### config.mk
export PLATFORM = sky130hd
export DESIGN_NAME = sd_to_twos_converter
export DESIGN_NICKNAME = d
export VERILOG_FILES = /design/src/rtl/sd_to_twos_converter.sv
export SDC_FILE = /design/constraint.sdc
export NUM_CORES = 1
export LEC_CHECK = 0
export BUFFER_PORTS_ARGS = -buffer_cell sky130_fd_sc_hd__buf_2
export CORE_MARGIN = 5
export CORE_UTILIZATION = 50
export CTS_BUF_LIST = sky130_fd_sc_hd__clkbuf_4 sky130_fd_sc_hd__clkbuf_8
export DETAILED_ROUTE_END_ITERATION = 8
export PLACE_DENSITY_LB_ADDON = 0.1
export SLEW_MARGIN = 20
export SYNTH_ARGS = -nofsm -noshare
export SYNTH_HDL_FRONTEND = slang
export SYNTH_SLANG_ARGS = --single-unit
### constraint.sdc
create_clock -name clk -period 2.28 [get_ports clk]
set_input_delay 0.114 -clock clk [delete_from_list [all_inputs] [get_ports clk]]
set_output_delay 0.114 -clock clk [all_outputs]
set_load 0.01 [all_outputs]
### src/rtl/sd_to_twos_converter.sv
// rtl/sd_to_twos_converter.sv - on-the-fly signed-digit to two's-complement converter
module sd_to_twos_converter #(
    parameter int N_DIGITS = 8,
    parameter int CNT_W    = 9
) (
    input  logic                clk,
    input  logic                rst_n,
    input  logic                digit_valid,
    input  logic                digit_first,
    input  logic [1:0]          digit_in,
    output logic [N_DIGITS:0]   result,
    output logic                result_valid,
    output logic                busy,
    output logic                frame_abort,
    output logic                stray_digit
);

    localparam int W = N_DIGITS + 1;
    localparam logic [CNT_W-1:0] CNT_ONE  = CNT_W'(1);
    localparam logic [CNT_W-1:0] CNT_LAST = CNT_W'(N_DIGITS);

    typedef enum logic {
        IDLE,
        ACCUM
    } state_t;

    state_t           state, state_next;
    logic [CNT_W-1:0] cnt, cnt_next;
    logic [W-1:0]     q_reg, q_next;
    logic [W-1:0]     qm_reg, qm_next;
    logic [W-1:0]     result_next;
    logic             result_valid_next;
    logic             frame_abort_next;
    logic             stray_digit_next;

    // Digit decode and candidate Q/QM after applying the incoming digit
    logic             dig_pos, dig_neg;
    logic [W-1:0]     q_base, qm_base;
    logic [W-1:0]     q_shl, qm_shl;
    logic [W-1:0]     q_upd, qm_upd;
    logic [CNT_W-1:0] cnt_inc;

    assign busy = (state == ACCUM);

    // On-the-fly conversion step; a frame-start digit converts from a fresh Q=0/QM=-1 pair
    always_comb begin
        dig_pos = digit_in[1] & ~digit_in[0];
        dig_neg = digit_in[0] & ~digit_in[1];
        q_base  = digit_first ? '0 : q_reg;
        qm_base = digit_first ? '1 : qm_reg;
        q_shl   = q_base << 1;
        qm_shl  = qm_base << 1;
        q_upd   = q_shl;
        qm_upd  = qm_shl | W'(1);
        if (dig_pos) begin
            q_upd  = q_shl | W'(1);
            qm_upd = q_shl;
        end else if (dig_neg) begin
            q_upd  = qm_shl | W'(1);
            qm_upd = qm_shl;
        end
        cnt_inc = cnt + CNT_ONE;
    end

    // Next-state and registered-output logic for the IDLE/ACCUM frame tracker
    always_comb begin
        state_next        = state;
        cnt_next          = cnt;
        q_next            = q_reg;
        qm_next           = qm_reg;
        result_next       = result;
        result_valid_next = 1'b0;
        frame_abort_next  = 1'b0;
        stray_digit_next  = 1'b0;
        if (digit_valid) begin
            case (state)
                IDLE: begin
                    if (digit_first) begin
                        q_next     = q_upd;
                        qm_next    = qm_upd;
                        cnt_next   = CNT_ONE;
                        state_next = ACCUM;
                    end else begin
                        stray_digit_next = 1'b1;
                    end
                end
                ACCUM: begin
                    q_next  = q_upd;
                    qm_next = qm_upd;
                    if (digit_first) begin
                        cnt_next         = CNT_ONE;
                        frame_abort_next = 1'b1;
                    end else if (cnt_inc == CNT_LAST) begin
                        cnt_next          = '0;
                        state_next        = IDLE;
                        result_next       = q_upd;
                        result_valid_next = 1'b1;
                    end else begin
                        cnt_next = cnt_inc;
                    end
                end
                default: state_next = IDLE;
            endcase
        end
    end

    // State and output registers; reset discards any partial frame
    always_ff @(posedge clk or negedge rst_n) begin
        if (!rst_n) begin
            state        <= IDLE;
            cnt          <= '0;
            q_reg        <= '0;
            qm_reg       <= '1;
            result       <= '0;
            result_valid <= 1'b0;
            frame_abort  <= 1'b0;
            stray_digit  <= 1'b0;
        end else begin
            state        <= state_next;
            cnt          <= cnt_next;
            q_reg        <= q_next;
            qm_reg       <= qm_next;
            result       <= result_next;
            result_valid <= result_valid_next;
            frame_abort  <= frame_abort_next;
            stray_digit  <= stray_digit_next;
        end
    end

endmodule
==> results of run 1 <==
final cells by class:
class                      count  area, um^2  share of cell area, %
timing repair buffer          20         120                   5.66
inverter                      11        41.3                   1.95
clock buffer                   7        90.1                   4.25
clock inverter                 1        5.00                  0.236
multi-input combinational    144         843                   39.8
sequential                    38         961                   45.3
tap                           48        60.1                   2.83
timing repair:
action	4_1_cts	5_1_grt
hold buffers	1	0
gates resized for setup	0	0
endpoints found under the hold margin	30	0
kinds of logic after synthesis:
kind of cell    after synthesis
compound gates               54
xor+xnor                      1
fa+ha+maj                     3
buf+inv                      21
flops                        38
mux                          10
simple gates                 76
power by group through the flow:
stage | sequential (W) | combinational [W] | clock [W]
2_1_floorplan | 0.000797 | 0.000118 | 0
3_3_place_gp | 0.000799 | 0.000175 | 0
3_5_place_dp | 0.000802 | 0.000182 | 0
4_1_cts | 0.000791 | 0.000183 | 0.000489
5_1_grt | 0.000800 | 0.000209 | 0.000529
6_report | 0.000791 | 0.000181 | 0.000471
worst register-to-register path, stage by stage (launching register included):
cell,delay [ns]
sky130_fd_sc_hd__dfrtp_1,0.45
sky130_fd_sc_hd__ha_1,0.32
sky130_fd_sc_hd__nand2_4,0.11
sky130_fd_sc_hd__nor4b_4,0.48
sky130_fd_sc_hd__nand2_4,0.21
sky130_fd_sc_hd__mux2_4,0.34
placed cells by master (no fill, tap or decap), types with 2 or more instances in the layout:
master / netlist / layout
sky130_fd_sc_hd__buf_2: 1 / 18
sky130_fd_sc_hd__a31oi_1: 4 / 4
sky130_fd_sc_hd__mux2i_1: 8 / 8
sky130_fd_sc_hd__nor4_1: 2 / 2
sky130_fd_sc_hd__dfrtp_1: 30 / 30
sky130_fd_sc_hd__nand3_1: 2 / 2
sky130_fd_sc_hd__and3_1: 2 / 2
sky130_fd_sc_hd__nor2_1: 9 / 9
sky130_fd_sc_hd__nand4_1: 3 / 3
sky130_fd_sc_hd__clkbuf_8: 0 / 6
sky130_fd_sc_hd__nand2_4: 2 / 2
sky130_fd_sc_hd__ha_1: 3 / 3
sky130_fd_sc_hd__o21ai_0: 42 / 41
sky130_fd_sc_hd__nand2b_1: 9 / 9
sky130_fd_sc_hd__inv_1: 11 / 11
sky130_fd_sc_hd__dfstp_2: 8 / 8
sky130_fd_sc_hd__nand2_1: 38 / 38
path summary, 6_finish.rpt:
check | slack, ns | endpoint | startpoint | cells after the start
worst max-delay path | 0.26 | result[8]$_DFFE_PN0P_ | cnt[0]$_DFFE_PN0P_ | 5
worst min-delay path | 0.17 | stray_digit$_DFF_PN0_ | digit_valid | 2
worst max register to register | 0.26 | result[8]$_DFFE_PN0P_ | cnt[0]$_DFFE_PN0P_ | 5
worst min register to register | 0.49 | qm_reg[4]$_DFFE_PN1P_ | qm_reg[4]$_DFFE_PN1P_ | 2
max in group asynchronous | 1.28 | result[2]$_DFFE_PN0P_ | rst_n | 2
min in group asynchronous | 0.47 | cnt[2]$_DFFE_PN0P_ | rst_n | 2
per-stage QoR:
step                utilization [%]  worst slack, ns  instances
global placement               55.1            0.356        260
finish                         57.9            0.262        269
CTS                            57.9            0.259        269
detailed placement             55.1            0.269        260
global route                   57.9            0.116        269
floorplan                         -            0.480        203
routing by layer:
metal  vias up  share of wire (%)  global-route usage (%)
met1       694                 43                    18.7
met4         0                1.5                    5.85
met3         7                3.7                    4.91
li1        722                  -                       -
met2        28                 52                    26.2
met5         -                  0                       0
==> results_tabular.tex, run 1 <==
\begin{tabular}{lr}
\hline
Metric & Value \\
\hline
\multicolumn{2}{l}{\textbf{Pwr}} \\
P\_sw & 0.000370 W \\
Maximum VDD drop & 0.425 mV \\
Sw Share & 25.7\% \\
Clk network pwr share & 32.6\% \\
Cell Pwr Density & 680 nW/um\^{}2 \\
Internal power & 0.00107 W \\
Sequential group share of total power & 54.8\% \\
Total chip power & 0.00144 W \\
Gate power share & 12.5\% \\
Leak Pwr & 1.06 nW \\
\multicolumn{2}{l}{\textbf{Timing}} \\
Setup violations, final & 0 \\
Final period utilization & 88.5\% \\
Slew @ Worst Pin & 0.844 ns \\
Fmax achieved & 496 MHz \\
Tmin final & 2.02 ns \\
Remaining max-slew budget at the tightest pin & 43.7\% \\
Post-Route Skew & 0.00471 ns \\
Count of pins over their slew limit & 0 \\
Worst hold slack across all endpoints & 0.172 ns \\
RSZ-0062 raised after global routing & false \\
Number of hold violations in the final report & 0 \\
Final sum of negative setup slack & 0 ns \\
\multicolumn{2}{l}{\textbf{CTS}} \\
Deepest level of the CTS H-tree & 2 \\
Maximum buffer depth of the clock tree & 2 \\
Clock edge transition at the registers on the reported setup and hold paths & 0.06 ns \\
Clock insertion delay at the later pin of the skew report & 0.28 ns \\
Clock tree from TritonCTS & done \\
Clock sinks & 38 \\
CTS Buf Count & 5 \\
Post-CTS Setup Inserts & 0 \\
CTS Root Cell & sky130\_fd\_sc\_hd\_\_clkbuf\_8 \\
\multicolumn{2}{l}{\textbf{Detailed routing}} \\
Vias per Instance & 5.39 \\
Count of nets left with antenna violations after detail routing & 0 \\
Vias & 1451 \\
Violation count after the first detailed-routing iteration & 155 \\
Wire length after detailed routing & 3630 um \\
DRC & 0 \\
Wire length per cell & 13.5 um \\
First-pass iteration count of the detailed router & 4 \\
\multicolumn{2}{l}{\textbf{Status}} \\
Result of the run & finished clean \\
\multicolumn{2}{l}{\textbf{Global route}} \\
Global-route usage over all layers & 15.6\% \\
Via count of the first global-routing pass & 1379 \\
Largest net degree at the start of global routing & 39 \\
Wire length of the first global-routing pass & 6350 um \\
Gr ovfl total & 0 \\
Antenna violations before repair & 0 \\
\multicolumn{2}{l}{\textbf{Setup path}} \\
Worst path required time & 2.45 ns \\
Family with the most delay on the worst path & simple AND/OR/NAND/NOR gates \\
Worst path bufs/invs & 0 \\
Data arrival time of the critical path & 2.18 ns \\
Largest fanout of any net on the critical path & 9 \\
Most numerous cell on the critical path & sky130\_fd\_sc\_hd\_\_nand2\_4 \\
Crit Path Class & flip-flop to flip-flop \\
Crit path cell chain & ha\_1 -> nand2\_4 -> nor4b\_4 -> nand2\_4 -> mux2\_4 \\
Startpoint type of the worst setup path & flip-flop \\
Standard cell with the maximum stage delay on the critical path & sky130\_fd\_sc\_hd\_\_nor4b\_4 \\
Delay of the slowest cell on the worst path & 0.48 ns \\
Capturing element type of the critical path & flip-flop \\
\multicolumn{2}{l}{\textbf{Synthesis}} \\
Multiplexer area fraction after synthesis & 5.66\% \\
Most frequent cells after synthesis & 42 x sky130\_fd\_sc\_hd\_\_o21ai\_0, 38 x sky130\_fd\_sc\_hd\_\_nand2\_1, 30 x sky130\_fd\_sc\_hd\_\_dfrtp\_1 \\
Area share of xor/xnor cells in the synthesized design & 0.466\% \\
Number of distinct library cells after synthesis & 37 \\
Top area cells in the synthesized netlist & sky130\_fd\_sc\_hd\_\_dfrtp\_1 40\%, sky130\_fd\_sc\_hd\_\_dfstp\_2 11\%, sky130\_fd\_sc\_hd\_\_o21ai\_0 11\% \\
Main synth FF type & sky130\_fd\_sc\_hd\_\_dfrtp\_1 \\
Most numerous cell in the Yosys netlist & sky130\_fd\_sc\_hd\_\_o21ai\_0 \\
Share of the synthesized area in compound gates (AO/OA/AOI/OAI) & 15.9\% \\
Main combinational cell family by area after synthesis & simple AND/OR/NAND/NOR gates \\
Sequential cell area fraction in the yosys report & 51.1\% \\
Adder-Cell Fraction of Synth Area & 2.00\% \\
Largest area contributor in the synthesized netlist & sky130\_fd\_sc\_hd\_\_dfrtp\_1 \\
Average cell area after synthesis & 9.26 um\^{}2 \\
Number of warning messages in the yosys log & 0 \\
Synth async-reset ratio & 100\% \\
Post-synth design cell area & 1880 um\^{}2 \\
Number of synthesized flops with an enable pin & 0 \\
Nets in the synthesized netlist & 212 \\
Share of the synthesized area in the top cell type & 39.9\% \\
Number of cells produced by synthesis & 203 \\
Post-synthesis share of cell area spent on and, or, nand and nor gates & 20.6\% \\
Synthesis-stage register bit count & 38 \\
\multicolumn{2}{l}{\textbf{Floorplanning}} \\
Die area & 5090 um\^{}2 \\
Standard-cell rows & 22 \\
Overall die height & 71.3 um \\
Initial cell density of the core & 51.4\% \\
Horizontal die dimension & 71.3 um \\
Placeable Area & 3660 um\^{}2 \\
Count of boundary I/O pins & 19 \\
\multicolumn{2}{l}{\textbf{Placed design}} \\
GP Congestion & 0.778 \\
Post-detailed-placement cell area & 2020 um\^{}2 \\
HPWL reported at the end of detailed placement & 2570 um \\
Count of buffers from port buffering & 18 \\
\multicolumn{2}{l}{\textbf{Cells and area}} \\
Final design instance area without fill & 2120 um\^{}2 \\
Fraction of final layout cells with drive strength greater than 1 & 19.9\% \\
Largest registers & cnt x9, result x9 \\
FILL cells & 322 \\
Number of antenna repair diodes & 0 \\
Area growth from synthesis to final layout & 12.8\% \\
Net count, final & 229 \\
\multicolumn{2}{l}{\textbf{Run}} \\
Max-cap check violation count & 0 \\
\multicolumn{2}{l}{\textbf{Worst hold path}} \\
Classification of the worst-slack hold path & input port to flip-flop \\
\hline
\end{tabular}
(Power assumes the default switching activity.)
==> run 2, diff against run 1 <==
--- a/config.mk
+++ b/config.mk
@@ -6,8 +6,11 @@
 export NUM_CORES = 1
 export LEC_CHECK = 0
 export BUFFER_PORTS_ARGS = -buffer_cell sky130_fd_sc_hd__buf_2
+export CAP_MARGIN = 25
+export CELL_PAD_IN_SITES_DETAIL_PLACEMENT = 1
+export CELL_PAD_IN_SITES_GLOBAL_PLACEMENT = 2
 export CORE_MARGIN = 5
-export CORE_UTILIZATION = 50
+export CORE_UTILIZATION = 38
 export CTS_BUF_LIST = sky130_fd_sc_hd__clkbuf_4 sky130_fd_sc_hd__clkbuf_8
 export DETAILED_ROUTE_END_ITERATION = 8
 export PLACE_DENSITY_LB_ADDON = 0.1
==> run 2 against run 1 <==
  * Die area increased by 27%
  * Clock power increased by 2%
  * Core utilization decreased by 13 points
  * First-iteration DRC count decreased by 54%
  * Power increased by 0.95%
  * Hold slack got worse by 0.010 ns
  * Sequential power about the same
  * Final area increased by 1.4%
  * Global-route usage decreased by 1.2 points
  * Fmax increased by 5.3%
  * Critical path type unchanged
  * Largest power group unchanged
==> results_tabular.tex, run 2 (same netlist as run 1, synthesis figures left out) <==
\begin{tabular}{lr}
\hline
Metric & Value \\
\hline
\multicolumn{2}{l}{\textbf{Setup path}} \\
Worst flop-to-flop path startpoint & cnt[0]\$\_DFFE\_PN0P\_ (unchanged) \\
Data arrival time of the critical path & 2.09 ns (was 2.18 ns) \\
Startpoint type of the worst setup path & flip-flop (unchanged) \\
Largest fanout of any net on the critical path & 9 (unchanged) \\
Worst path required time & 2.45 ns (about the same) \\
Critical path origin & cnt[0]\$\_DFFE\_PN0P\_ (unchanged) \\
Capturing element type of the critical path & flip-flop (unchanged) \\
Crit Path Class & flip-flop to flip-flop (unchanged) \\
\multicolumn{2}{l}{\textbf{CTS}} \\
Hold-fix buffers, CTS & 1 (unchanged) \\
Post-CTS Setup Inserts & 0 (unchanged) \\
Post\_cts resized & 0 (unchanged) \\
CTS Buf Count & 5 (unchanged) \\
Clock sinks & 38 (unchanged) \\
Clock insertion delay at the later pin of the skew report & 0.28 ns (about the same) \\
Maximum buffer depth of the clock tree & 2 (unchanged) \\
Clock tree from TritonCTS & done (unchanged) \\
CTS Root Cell & sky130\_fd\_sc\_hd\_\_clkbuf\_8 (unchanged) \\
Deepest level of the CTS H-tree & 2 (unchanged) \\
Clock edge transition at the registers on the reported setup and hold paths & 0.08 ns (was 0.06 ns) \\
\multicolumn{2}{l}{\textbf{Placed design}} \\
GP Congestion & 0.762 (was 0.778) \\
Count of buffers from port buffering & 18 (unchanged) \\
HPWL reported at the end of detailed placement & 2880 um (was 2570 um) \\
\multicolumn{2}{l}{\textbf{Pwr}} \\
Maximum VDD drop & 0.288 mV (was 0.425 mV) \\
P\_sw & 0.000388 W (was 0.000370 W) \\
Clk network pwr share & 33.1\% (was 32.6\%) \\
Leak Pwr & 1.07 nW (was 1.06 nW) \\
Total chip power & 0.00146 W (was 0.00144 W) \\
Sw Share & 26.6\% (was 25.7\%) \\
Cell Pwr Density & 677 nW/um\^{}2 (was 680 nW/um\^{}2) \\
Internal power & 0.00107 W (about the same) \\
Sequential group share of total power & 54.4\% (was 54.8\%) \\
Gate power share & 12.5\% (about the same) \\
\multicolumn{2}{l}{\textbf{Timing}} \\
Slew @ Worst Pin & 0.856 ns (was 0.844 ns) \\
Final sum of negative setup slack & 0 ns (unchanged) \\
Number of hold violations in the final report & 0 (unchanged) \\
Setup violations, final & 0 (unchanged) \\
Tmin final & 1.92 ns (was 2.02 ns) \\
Remaining max-slew budget at the tightest pin & 43.0\% (was 43.7\%) \\
Count of pins over their slew limit & 0 (unchanged) \\
Final period utilization & 84.1\% (was 88.5\%) \\
RSZ-0062 raised after global routing & false (unchanged) \\
Post-Route Skew & 0.00620 ns (was 0.00471 ns) \\
Fmax achieved & 522 MHz (was 496 MHz) \\
Worst hold slack across all endpoints & 0.161 ns (was 0.172 ns) \\
\multicolumn{2}{l}{\textbf{Cells and area}} \\
Fraction of final layout cells with drive strength greater than 1 & 21.0\% (was 19.9\%) \\
Combined area of the multi-input logic cells & 843 um\^{}2 (unchanged) \\
Number of antenna repair diodes & 0 (unchanged) \\
Area occupied by registers & 961 um\^{}2 (unchanged) \\
Area growth from synthesis to final layout & 14.4\% (was 12.8\%) \\
FILL cells & 576 (was 322) \\
Leading cell type in the layout, fill and taps excluded & sky130\_fd\_sc\_hd\_\_o21ai\_0 (unchanged) \\
Net count, final & 232 (was 229) \\
Most frequent cells in the layout & 41 x sky130\_fd\_sc\_hd\_\_o21ai\_0, 38 x sky130\_fd\_sc\_hd\_\_nand2\_1, 30 x sky130\_fd\_sc\_hd\_\_dfrtp\_1, 18 x sky130\_fd\_sc\_hd\_\_buf\_2, 11 x sky130\_fd\_sc\_hd\_\_inv\_1 (unchanged) \\
Largest registers & cnt x9, result x9 (unchanged) \\
\multicolumn{2}{l}{\textbf{Detailed routing}} \\
DRC & 0 (unchanged) \\
First-pass iteration count of the detailed router & 4 (unchanged) \\
Count of nets left with antenna violations after detail routing & 0 (unchanged) \\
Vias & 1483 (was 1451) \\
Wire length after detailed routing & 4240 um (was 3630 um) \\
Violation count after the first detailed-routing iteration & 71 (was 155) \\
Wire length per cell & 14.6 um (was 13.5 um) \\
Vias per Instance & 5.10 (was 5.39) \\
\multicolumn{2}{l}{\textbf{Worst hold path}} \\
Classification of the worst-slack hold path & input port to flip-flop (unchanged) \\
Launch point of the worst hold path & digit\_valid (unchanged) \\
\multicolumn{2}{l}{\textbf{Floorplanning}} \\
Overall die height & 80.3 um (was 71.3 um) \\
Count of boundary I/O pins & 19 (unchanged) \\
Horizontal die dimension & 80.3 um (was 71.3 um) \\
Die area & 6460 um\^{}2 (was 5090 um\^{}2) \\
Placeable Area & 4750 um\^{}2 (was 3660 um\^{}2) \\
Initial cell density of the core & 39.6\% (was 51.4\%) \\
Standard-cell rows & 25 (was 22) \\
\multicolumn{2}{l}{\textbf{Status}} \\
Result of the run & finished clean (unchanged) \\
\multicolumn{2}{l}{\textbf{Global route}} \\
Global-route usage over all layers & 14.5\% (was 15.6\%) \\
Largest net degree at the start of global routing & 40 (was 39) \\
Gr ovfl total & 0 (unchanged) \\
Antenna violations before repair & 0 (unchanged) \\
Via count of the first global-routing pass & 1431 (was 1379) \\
Wire length of the first global-routing pass & 7260 um (was 6350 um) \\
\multicolumn{2}{l}{\textbf{Run}} \\
Max-cap check violation count & 0 (unchanged) \\
\hline
\end{tabular}
-- run 2: final cells by class --
| type | instances | share of cell area [%] |
|---|---|---|
| Tap cell | 67 | 3.90 |
| Sequential cell | 38 | 44.7 |
| Multi-Input combinational cell | 144 | 39.2 |
| Clock buffer | 8 | 4.25 |
| Inverter | 11 | 1.92 |
| Timing Repair Buffer | 23 | 6.05 |
-- run 2: critical path: stages, from the launching register on --
cell	delay (ns)
sky130_fd_sc_hd__dfrtp_1	0.47
sky130_fd_sc_hd__ha_1	0.33
sky130_fd_sc_hd__nand2_4	0.11
sky130_fd_sc_hd__nor4b_4	0.36
sky130_fd_sc_hd__nand2_4	0.19
sky130_fd_sc_hd__mux2_4	0.35
-- run 2: power groups by stage --
stage | Clock (W) | Sequential, W | Combinational [W]
6_report | 0.000482 | 0.000792 | 0.000183
5_1_grt | 0.000536 | 0.000801 | 0.000213
4_1_cts | 0.000499 | 0.000792 | 0.000187
3_5_place_dp | 0 | 0.000804 | 0.000185
3_3_place_gp | 0 | 0.000800 | 0.000177
2_1_floorplan | 0 | 0.000797 | 0.000118
-- run 2: routing by layer --
layer	share of wire (%)	up-vias	GRT usage (%)	wire, um
li1	-	734	-	-
met1	52	717	21.4	2200
met2	44	28	21.2	1850
met3	3.9	4	3.25	164
met4	0.57	0	3.55	24
met5	0	-	0	0
-- run 2: final timing paths --
| path | end | slack [ns] | cells after the start |
|---|---|---|---|
| setup / recovery | result[8]$_DFFE_PN0P_ | 0.36 | 5 |
| hold / removal | stray_digit$_DFF_PN0_ | 0.16 | 2 |
| setup reg to reg | result[8]$_DFFE_PN0P_ | 0.36 | 5 |
| hold reg to reg | qm_reg[7]$_DFFE_PN1P_ | 0.48 | 2 |
| max in group asynchronous | result_valid$_DFF_PN0_ | 1.26 | 2 |
| min in group asynchronous | result[6]$_DFFE_PN0P_ | 0.48 | 2 |
-- run 2: per-stage QoR --
stage	area (um^2)	cells	setup WS [ns]	util, %
after floorplan	1880	203	0.480	-
after global placement	2050	282	0.441	43.1
after detailed placement	2050	282	0.375	43.1
after CTS	2150	291	0.364	45.2
after global routing	2150	291	0.255	45.2
final	2150	291	0.363	45.2
